--- config.mk ---
export PLATFORM = sky130hd
export DESIGN_NAME = axi_pim_seq_flat
export DESIGN_NICKNAME = d
export VERILOG_FILES = /design/src/rtl/axi_pim_pkg.sv /design/src/rtl/axi_pim_seq_if.sv /design/src/rtl/axi_pim_seq.sv /design/src/flat_wrapper.sv
export SDC_FILE = /design/constraint.sdc
export NUM_CORES = 1
export LEC_CHECK = 0
export ABC_AREA = 1
export CORE_ASPECT_RATIO = 0.7
export CORE_MARGIN = 4
export CORE_UTILIZATION = 33
export DETAILED_ROUTE_END_ITERATION = 16
export HOLD_SLACK_MARGIN = 0.02
export PLACE_DENSITY = 0.9
export SYNTH_ARGS = -nofsm -noshare
export SYNTH_HDL_FRONTEND = slang
export SYNTH_SLANG_ARGS = --single-unit
--- constraint.sdc ---
create_clock -name clk -period 1.8 [get_ports clk]
set_input_delay 0.27 -clock clk [delete_from_list [all_inputs] [get_ports clk]]
set_output_delay 0.27 -clock clk [all_outputs]
set_load 0.005 [all_outputs]
--- src/rtl/axi_pim_pkg.sv ---
// Shared types and constants for the axi_pim job sequencer.
package axi_pim_pkg;

    typedef enum logic [2:0] {
        ST_IDLE = 3'd0,
        ST_AW   = 3'd1,
        ST_W    = 3'd2,
        ST_B    = 3'd3,
        ST_AR   = 3'd4,
        ST_R    = 3'd5,
        ST_DONE = 3'd6
    } state_t;

    localparam logic [1:0] RESP_OKAY   = 2'b00;
    localparam logic [1:0] RESP_SLVERR = 2'b10;
    localparam logic [1:0] BURST_INCR  = 2'b01;

    // Beat counter is one bit wider than len so len=255 cannot wrap.
    function automatic logic is_last_beat(input logic [8:0] count, input logic [7:0] len);
        return count == {1'b0, len};
    endfunction

endpackage

--- src/rtl/axi_pim_seq_if.sv ---
// AXI4 master-side signal bundle used between axi_pim_seq and the axi_pim slave.
// ID, size, burst, strobe, lock, cache and prot are tied off at integration.
interface axi_pim_seq_if #(
    parameter int DATA_WIDTH = 32,
    parameter int ADDR_WIDTH = 8
);
    logic [ADDR_WIDTH-1:0] awaddr;
    logic [7:0]            awlen;
    logic                  awvalid;
    logic                  awready;
    logic [DATA_WIDTH-1:0] wdata;
    logic                  wlast;
    logic                  wvalid;
    logic                  wready;
    logic [1:0]            bresp;
    logic                  bvalid;
    logic                  bready;
    logic [ADDR_WIDTH-1:0] araddr;
    logic [7:0]            arlen;
    logic                  arvalid;
    logic                  arready;
    logic [DATA_WIDTH-1:0] rdata;
    logic [1:0]            rresp;
    logic                  rlast;
    logic                  rvalid;
    logic                  rready;

    modport master (
        output awaddr, awlen, awvalid, input awready,
        output wdata, wlast, wvalid, input wready,
        input bresp, bvalid, output bready,
        output araddr, arlen, arvalid, input arready,
        input rdata, rresp, rlast, rvalid, output rready
    );

    modport slave (
        input awaddr, awlen, awvalid, output awready,
        input wdata, wlast, wvalid, output wready,
        output bresp, bvalid, input bready,
        input araddr, arlen, arvalid, output arready,
        output rdata, rresp, rlast, rvalid, input rready
    );
endinterface

--- src/rtl/axi_pim_seq.sv ---
// AXI4 job sequencer for axi_pim: one INCR write burst of operands, wait for
// the write response, read the result burst back from the same base, and
// forward it on the output stream. One job in flight at a time.
//
// state   | meaning
// --------+------------------------------------------------------------
// IDLE    | cmd_ready high, waiting for a job
// AW      | write address presented until accepted
// W       | operand stream passed straight through to the W channel
// B       | waiting for the write response (error noted, never blocks)
// AR      | read address presented until accepted
// R       | R channel passed straight through to the result stream
// DONE    | one-cycle done pulse with err
module axi_pim_seq
    import axi_pim_pkg::*;
#(
    parameter int DATA_WIDTH = 32,
    parameter int ADDR_WIDTH = 8
) (
    input  logic                  clk,
    input  logic                  rst,
    input  logic                  cmd_valid_i,
    output logic                  cmd_ready_o,
    input  logic [ADDR_WIDTH-1:0] cmd_addr_i,
    input  logic [7:0]            cmd_len_i,
    input  logic [DATA_WIDTH-1:0] s_data_i,
    input  logic                  s_valid_i,
    output logic                  s_ready_o,
    output logic [DATA_WIDTH-1:0] m_data_o,
    output logic                  m_valid_o,
    input  logic                  m_ready_i,
    output logic                  done_o,
    output logic                  err_o,
    axi_pim_seq_if.master         m_axi
);

    state_t                state_q, state_d;
    logic [ADDR_WIDTH-1:0] addr_q, addr_d;
    logic [7:0]            len_q, len_d;
    logic [8:0]            count_q, count_d;
    logic                  err_q, err_d;

    logic                  cmd_ready_c;
    logic                  awvalid_c;
    logic                  wvalid_c;
    logic                  wlast_c;
    logic [DATA_WIDTH-1:0] wdata_c;
    logic                  bready_c;
    logic                  arvalid_c;
    logic                  rready_c;
    logic                  last_beat;

    assign last_beat = is_last_beat(count_q, len_q);

    // State and job registers; reset aborts any job and drops all valids.
    always_ff @(posedge clk or posedge rst) begin
        if (rst) begin
            state_q <= ST_IDLE;
            addr_q  <= '0;
            len_q   <= '0;
            count_q <= '0;
            err_q   <= 1'b0;
        end else begin
            state_q <= state_d;
            addr_q  <= addr_d;
            len_q   <= len_d;
            count_q <= count_d;
            err_q   <= err_d;
        end
    end

    // Next-state and channel control; the W and R phases are pure pass-throughs.
    always_comb begin
        state_d     = state_q;
        addr_d      = addr_q;
        len_d       = len_q;
        count_d     = count_q;
        err_d       = err_q;
        cmd_ready_c = 1'b0;
        awvalid_c   = 1'b0;
        wvalid_c    = 1'b0;
        wlast_c     = 1'b0;
        wdata_c     = '0;
        s_ready_o   = 1'b0;
        bready_c    = 1'b0;
        arvalid_c   = 1'b0;
        rready_c    = 1'b0;
        m_valid_o   = 1'b0;
        m_data_o    = '0;
        done_o      = 1'b0;

        case (state_q)
            ST_IDLE: begin
                cmd_ready_c = 1'b1;
                if (cmd_valid_i) begin
                    addr_d  = cmd_addr_i;
                    len_d   = cmd_len_i;
                    err_d   = 1'b0;
                    count_d = '0;
                    state_d = ST_AW;
                end
            end
            ST_AW: begin
                awvalid_c = 1'b1;
                if (m_axi.awready) begin
                    state_d = ST_W;
                end
            end
            ST_W: begin
                s_ready_o = m_axi.wready;
                wvalid_c  = s_valid_i;
                wdata_c   = s_data_i;
                wlast_c   = last_beat;
                if (s_valid_i && m_axi.wready) begin
                    count_d = count_q + 9'd1;
                    if (last_beat) begin
                        state_d = ST_B;
                    end
                end
            end
            ST_B: begin
                bready_c = 1'b1;
                if (m_axi.bvalid) begin
                    if (m_axi.bresp != RESP_OKAY) begin
                        err_d = 1'b1;
                    end
                    state_d = ST_AR;
                end
            end
            ST_AR: begin
                arvalid_c = 1'b1;
                if (m_axi.arready) begin
                    count_d = '0;
                    state_d = ST_R;
                end
            end
            ST_R: begin
                m_valid_o = m_axi.rvalid;
                m_data_o  = m_axi.rdata;
                rready_c  = m_ready_i;
                if (m_axi.rvalid && m_ready_i) begin
                    count_d = count_q + 9'd1;
                    if (m_axi.rresp != RESP_OKAY) begin
                        err_d = 1'b1;
                    end
                    // Early rlast or a missing rlast both end the burst as an error.
                    if (m_axi.rlast != last_beat) begin
                        err_d = 1'b1;
                    end
                    if (m_axi.rlast || last_beat) begin
                        state_d = ST_DONE;
                    end
                end
            end
            ST_DONE: begin
                done_o  = 1'b1;
                state_d = ST_IDLE;
            end
            default: begin
                state_d = ST_IDLE;
            end
        endcase
    end

    // IDLE is the reset state, so hold cmd_ready low while rst is asserted.
    assign cmd_ready_o   = cmd_ready_c & ~rst;
    assign err_o         = err_q;

    assign m_axi.awaddr  = addr_q;
    assign m_axi.awlen   = len_q;
    assign m_axi.awvalid = awvalid_c;
    assign m_axi.wdata   = wdata_c;
    assign m_axi.wlast   = wlast_c;
    assign m_axi.wvalid  = wvalid_c;
    assign m_axi.bready  = bready_c;
    assign m_axi.araddr  = addr_q;
    assign m_axi.arlen   = len_q;
    assign m_axi.arvalid = arvalid_c;
    assign m_axi.rready  = rready_c;

endmodule

--- src/flat_wrapper.sv ---
// flat-port wrapper written by rule: the top's interface ports become plain ports
module axi_pim_seq_flat import axi_pim_pkg::*;
#(
    parameter int DATA_WIDTH = 32,
    parameter int ADDR_WIDTH = 8
)
  (clk, rst, cmd_valid_i, cmd_ready_o, cmd_addr_i, cmd_len_i, s_data_i, s_valid_i, s_ready_o, m_data_o, m_valid_o, m_ready_i, done_o, err_o, m_axi_awaddr, m_axi_awlen, m_axi_awvalid, m_axi_awready, m_axi_wdata, m_axi_wlast, m_axi_wvalid, m_axi_wready, m_axi_bresp, m_axi_bvalid, m_axi_bready, m_axi_araddr, m_axi_arlen, m_axi_arvalid, m_axi_arready, m_axi_rdata, m_axi_rresp, m_axi_rlast, m_axi_rvalid, m_axi_rready);
  axi_pim_seq_if #(.DATA_WIDTH(DATA_WIDTH), .ADDR_WIDTH(ADDR_WIDTH)) m_axi_i ();
  input  logic clk;
  input  logic rst;
  input  logic cmd_valid_i;
  output logic cmd_ready_o;
  input  logic [ADDR_WIDTH-1:0] cmd_addr_i;
  input  logic [7:0] cmd_len_i;
  input  logic [DATA_WIDTH-1:0] s_data_i;
  input  logic s_valid_i;
  output logic s_ready_o;
  output logic [DATA_WIDTH-1:0] m_data_o;
  output logic m_valid_o;
  input  logic m_ready_i;
  output logic done_o;
  output logic err_o;
  output wire logic [$bits(m_axi_i.awaddr)-1:0] m_axi_awaddr;
  output wire logic [$bits(m_axi_i.awlen)-1:0] m_axi_awlen;
  output wire logic [$bits(m_axi_i.awvalid)-1:0] m_axi_awvalid;
  input wire logic [$bits(m_axi_i.awready)-1:0] m_axi_awready;
  output wire logic [$bits(m_axi_i.wdata)-1:0] m_axi_wdata;
  output wire logic [$bits(m_axi_i.wlast)-1:0] m_axi_wlast;
  output wire logic [$bits(m_axi_i.wvalid)-1:0] m_axi_wvalid;
  input wire logic [$bits(m_axi_i.wready)-1:0] m_axi_wready;
  input wire logic [$bits(m_axi_i.bresp)-1:0] m_axi_bresp;
  input wire logic [$bits(m_axi_i.bvalid)-1:0] m_axi_bvalid;
  output wire logic [$bits(m_axi_i.bready)-1:0] m_axi_bready;
  output wire logic [$bits(m_axi_i.araddr)-1:0] m_axi_araddr;
  output wire logic [$bits(m_axi_i.arlen)-1:0] m_axi_arlen;
  output wire logic [$bits(m_axi_i.arvalid)-1:0] m_axi_arvalid;
  input wire logic [$bits(m_axi_i.arready)-1:0] m_axi_arready;
  input wire logic [$bits(m_axi_i.rdata)-1:0] m_axi_rdata;
  input wire logic [$bits(m_axi_i.rresp)-1:0] m_axi_rresp;
  input wire logic [$bits(m_axi_i.rlast)-1:0] m_axi_rlast;
  input wire logic [$bits(m_axi_i.rvalid)-1:0] m_axi_rvalid;
  output wire logic [$bits(m_axi_i.rready)-1:0] m_axi_rready;
  assign m_axi_awaddr = m_axi_i.awaddr;
  assign m_axi_awlen = m_axi_i.awlen;
  assign m_axi_awvalid = m_axi_i.awvalid;
  assign m_axi_i.awready = m_axi_awready;
  assign m_axi_wdata = m_axi_i.wdata;
  assign m_axi_wlast = m_axi_i.wlast;
  assign m_axi_wvalid = m_axi_i.wvalid;
  assign m_axi_i.wready = m_axi_wready;
  assign m_axi_i.bresp = m_axi_bresp;
  assign m_axi_i.bvalid = m_axi_bvalid;
  assign m_axi_bready = m_axi_i.bready;
  assign m_axi_araddr = m_axi_i.araddr;
  assign m_axi_arlen = m_axi_i.arlen;
  assign m_axi_arvalid = m_axi_i.arvalid;
  assign m_axi_i.arready = m_axi_arready;
  assign m_axi_i.rdata = m_axi_rdata;
  assign m_axi_i.rresp = m_axi_rresp;
  assign m_axi_i.rlast = m_axi_rlast;
  assign m_axi_i.rvalid = m_axi_rvalid;
  assign m_axi_rready = m_axi_i.rready;
  axi_pim_seq #(.DATA_WIDTH(DATA_WIDTH), .ADDR_WIDTH(ADDR_WIDTH)) u_core (.clk(clk), .rst(rst), .cmd_valid_i(cmd_valid_i), .cmd_ready_o(cmd_ready_o), .cmd_addr_i(cmd_addr_i), .cmd_len_i(cmd_len_i), .s_data_i(s_data_i), .s_valid_i(s_valid_i), .s_ready_o(s_ready_o), .m_data_o(m_data_o), .m_valid_o(m_valid_o), .m_ready_i(m_ready_i), .done_o(done_o), .err_o(err_o), .m_axi(m_axi_i));
endmodule
==> impl_metrics.yaml <==
outcome:
  outcome: "complete, but fails checks"
  failed_checks: "negative setup slack"
power_and_ir_drop:
  powerDensity_nw_per_um2: 1140
  netSwitchingPower_mw: 2.11
  leakagePower_nw: 2.72
  share_clk_of_total_power_pct: 10.3
  pwr-share-comb_pct: 69.5
  intPower_mw: 3.30
  power_frac_seq_pct: 20.3
  worst_ir_drop_vdd_mv: 0.745
  switching_share_pct: 39.1
synthesis:
  synth.distinct_cells: 33
  synth.largest_area_cell: "sky130_fd_sc_hd__dfrtp_1"
  post_synth_inst_count: 375
  postSynthNetCount: 472
  dominantRegCellSynth: "sky130_fd_sc_hd__dfrtp_1"
  post_synth_most_frequent_cells: "sky130_fd_sc_hd__inv_1 (97), sky130_fd_sc_hd__nor2_1 (89), sky130_fd_sc_hd__nand2_1 (54), sky130_fd_sc_hd__dfrtp_1 (29), sky130_fd_sc_hd__buf_4 (17)"
  synth_enable_flop_cells: 0
  ys_warns: 0
  syn_area_sq_um: 2410
  ys_top_cells_by_area: "sky130_fd_sc_hd__dfrtp_1 (30%), sky130_fd_sc_hd__inv_1 (15%), sky130_fd_sc_hd__nor2_1 (14%), sky130_fd_sc_hd__nand2_1 (8.4%), sky130_fd_sc_hd__buf_4 (5.3%)"
  sequential_cell_area_fraction_in_the_yosys_report_pct: 30.1
  post-synth-top-count-cell: "sky130_fd_sc_hd__inv_1"
  synth.top_cell.area_share_pct: 30.1
  synthArstFlopShare_pct: 100
  synth_seq_cells: 29
  synth.avg_cell_area_sq_um: 6.44
setup_path:
  r2r-end: "u_core.state_q[0]"
  worstPathCellList: "inv_1 > nand2_1 > nand2_1 > inv_1 > nand2_1 > nor2_2 > nand3_2 > buf_6 > ha_4 > inv_4 > nor2_4 > nor2_1 > nand2_1 > nor2_2 > nand2_1 > nand2_1 > nand2_1"
  worst-setup-path-type: "flop to flop"
  critPathRequiredTime_ns: 1.98
  timing.critical_path.from_type: "flop"
  max_fo_critical_path: 3
  crit-reg2reg-launch: "u_core.count_q[3]"
  max_stage_delay_ns: 0.37
  worstRegToRegCells: 17
  r2r_slack_ns: -0.07
  cp_data_arrival_time_ns: 2.05
  critical_path.most_common_cell: "sky130_fd_sc_hd__nand2_1"
  crit_slowest_cell: "sky130_fd_sc_hd__dfrtp_1"
  cp-end-kind: "flop"
die:
  die_area_sq_um: 8770
  dieHeight_um: 79.6
  die_w_um: 110
  ios: 202
  rows: 25
  fp.coreArea_sq_um: 6910
  initial_utilization_pct: 34.9
clocking:
  tritoncts: "yes"
  clk_transition_reported_paths_ns: 0.07
  clock_sinks: 29
  clk_path_buf_depth: 2
  h-tree-depth: 2
  cts_buffers: 5
  insertion_delay_ns: 0.29
  cts_root_buf: "sky130_fd_sc_hd__clkbuf_8"
  cts.hold.buffers_added: 0
grt:
  grt_antenna_before_repair: 0
  via_count_of_the_first_global_routing_pass: 3078
  grt_first_pass_wirelength_mm: 14.4
  globalRoute.totalOverflow: 0
  grt_util_all_layers_pct: 20.6
  grt_max_degree: 40
timing:
  final_max_slew_viol_count: 0
  fmax_ghz: 0.535
  grt_setup_unrepaired: "true"
  setup_slack_ns: -0.0703
  finalHoldViolations: 0
  final_clock_skew_ns: 0.00696
  tightestPinTransition_ns: 0.375
  layout_min_cycle_time_ns: 1.87
  period_share_pct: 104
  worst_slew_margin_rel_pct: 75.0
  finalSetupViolations: 1
routing:
  drt_pre_antenna_iters: 4
  routed_via_density: 4.32
  first_iter_violations: 157
  route.detailed.drc: 0
  post_drt_wl_per_cell_um: 13.3
  post_route_antenna_net_violation_count: 0
  totalWireLength_mm: 9.19
  vias_after_detailed_routing: 2997
worst_hold_path:
  holdCritPathClass: "input pin to asynchronous set/reset pin"
placed_design:
  placed_cell_area_sq_um: 4580
  portBuffers: 201
  gpl.final_weighted_congestion: 0.941
  preCtsSetupSlack_ns: -0.0690
  place.detailed.hpwl_mm: 7.35
cells_and_area:
  syn_to_final_growth_pct: 95.6
  final_layout_size_suffix_gt1_share_pct: 20.2
  nets: 696
  num_antenna_cells: 0
  finished_cell_area_sq_um: 4720
flow_run:
  cap_viol_max_count: 0
power by group through the flow:
stage                     logic (mW)  clock network (mW)  registers [mW]
after floorplan                 1.79                   0            1.11
after global placement          3.60                   0            1.08
after detailed placement        3.66                   0            1.11
after CTS                       3.72               0.561            1.10
after global routing            4.13               0.596            1.13
final                           3.76               0.555            1.10
worst max path at each step:
stage | startpoint | end | slack, ns | depth (start not counted)
finish | u_core.count_q[3] | u_core.state_q[0] | -0.07 | 17
global route | u_core.m_axi.arlen[3] | u_core.state_q[0] | -0.22 | 17
CTS | u_core.count_q[3] | u_core.state_q[0] | -0.01 | 17
detailed placement | u_core.m_axi.arlen[6] | m_axi_wlast | -0.07 | 8
global placement | u_core.m_axi.arlen[7] | m_axi_wlast | -0.04 | 6
floorplan | u_core.m_axi.arlen[6] | u_core.state_q[0] | 0.21 | 15
critical path, delay by kind of cell (launching register included):
family,cells,cell delay (ns)
buf+inv,4,0.31
fa+ha+maj,1,0.15
simple gates,12,0.95
flops,1,0.37
metrics by stage:
| step | util (%) | hold WS [ns] | total power, mW | instances | setup TNS (ns) |
|---|---|---|---|---|---|
| 2_1_floorplan | - | 0.348 | 2.91 | 375 | 0 |
| 6_report | 68.3 | 0.412 | 5.41 | 693 | -0.0703 |
| 3_5_place_dp | 66.3 | 0.522 | 4.77 | 670 | -0.573 |
| 5_1_grt | 68.3 | 0.460 | 5.86 | 693 | -2.37 |
| 4_1_cts | 67.5 | 0.422 | 5.38 | 687 | -0.0174 |
| 3_3_place_gp | 66.3 | 0.511 | 4.68 | 670 | -0.0400 |
layer usage:
metal | GRT usage, % | wire length (um) | vias to the layer above
li1 | - | - | 1511
met5 | 0 | 0 | -
met4 | 6.89 | 245 | 0
met3 | 6.31 | 897 | 21
met1 | 24.1 | 3600 | 1322
met2 | 35.7 | 4450 | 143
logic make-up after synthesis:
group,synth area share [%]
adders and majority gates,1.04
and+or+nand+nor,32.3
buffers and inverters,24.0
DFF,30.1
xor gates and xnor gates,1.09
AOI/OAI and AO/OA,5.75
muxes,5.75
cell usage in the layout (no fill, tap or decap), drive strengths merged:
cell and instances:
clkdlybuf4s50 125, inv 103, nor2 95, buf 62, nand2 59, dlygate4sd2 46, dfrtp 29, nand3 13
o21ai 13, a21oi 11, mux2 10, clkbuf 8, clkdlybuf4s15 8, nor3 4, xor2 3, nand4 2
dlymetal6s2s 2, nor3b 2, ha 2, a21boi 1, or2 1
registers in the layout (all words and copies together) (netlist names):
signal and flops:
u_core.m_axi.araddr 8, u_core.count_q 9, u_core.err_o 1, u_core.state_q 3, u_core.m_axi.arlen 8
area by class of cell:
class | instances | area, sq um
multi-input cells | 216 | 1150
inverters | 103 | 394
flip-flops and latches | 29 | 727
well taps | 94 | 118
repair buffers | 244 | 2240
clock buffers | 7 | 86.3
fillers | 563 | 2190
what timing repair did:
item / in CTS / in global routing
gates resized for setup: 161 / 9
setup buffers: 9 / 6
endpoints found under the hold margin: 0 / 0
cloned: 1 / 0
endpoints found under the setup margin: 77 / 43
pin swaps: 14 / 13
No activity file was read; power rests on OpenSTA's default activity.
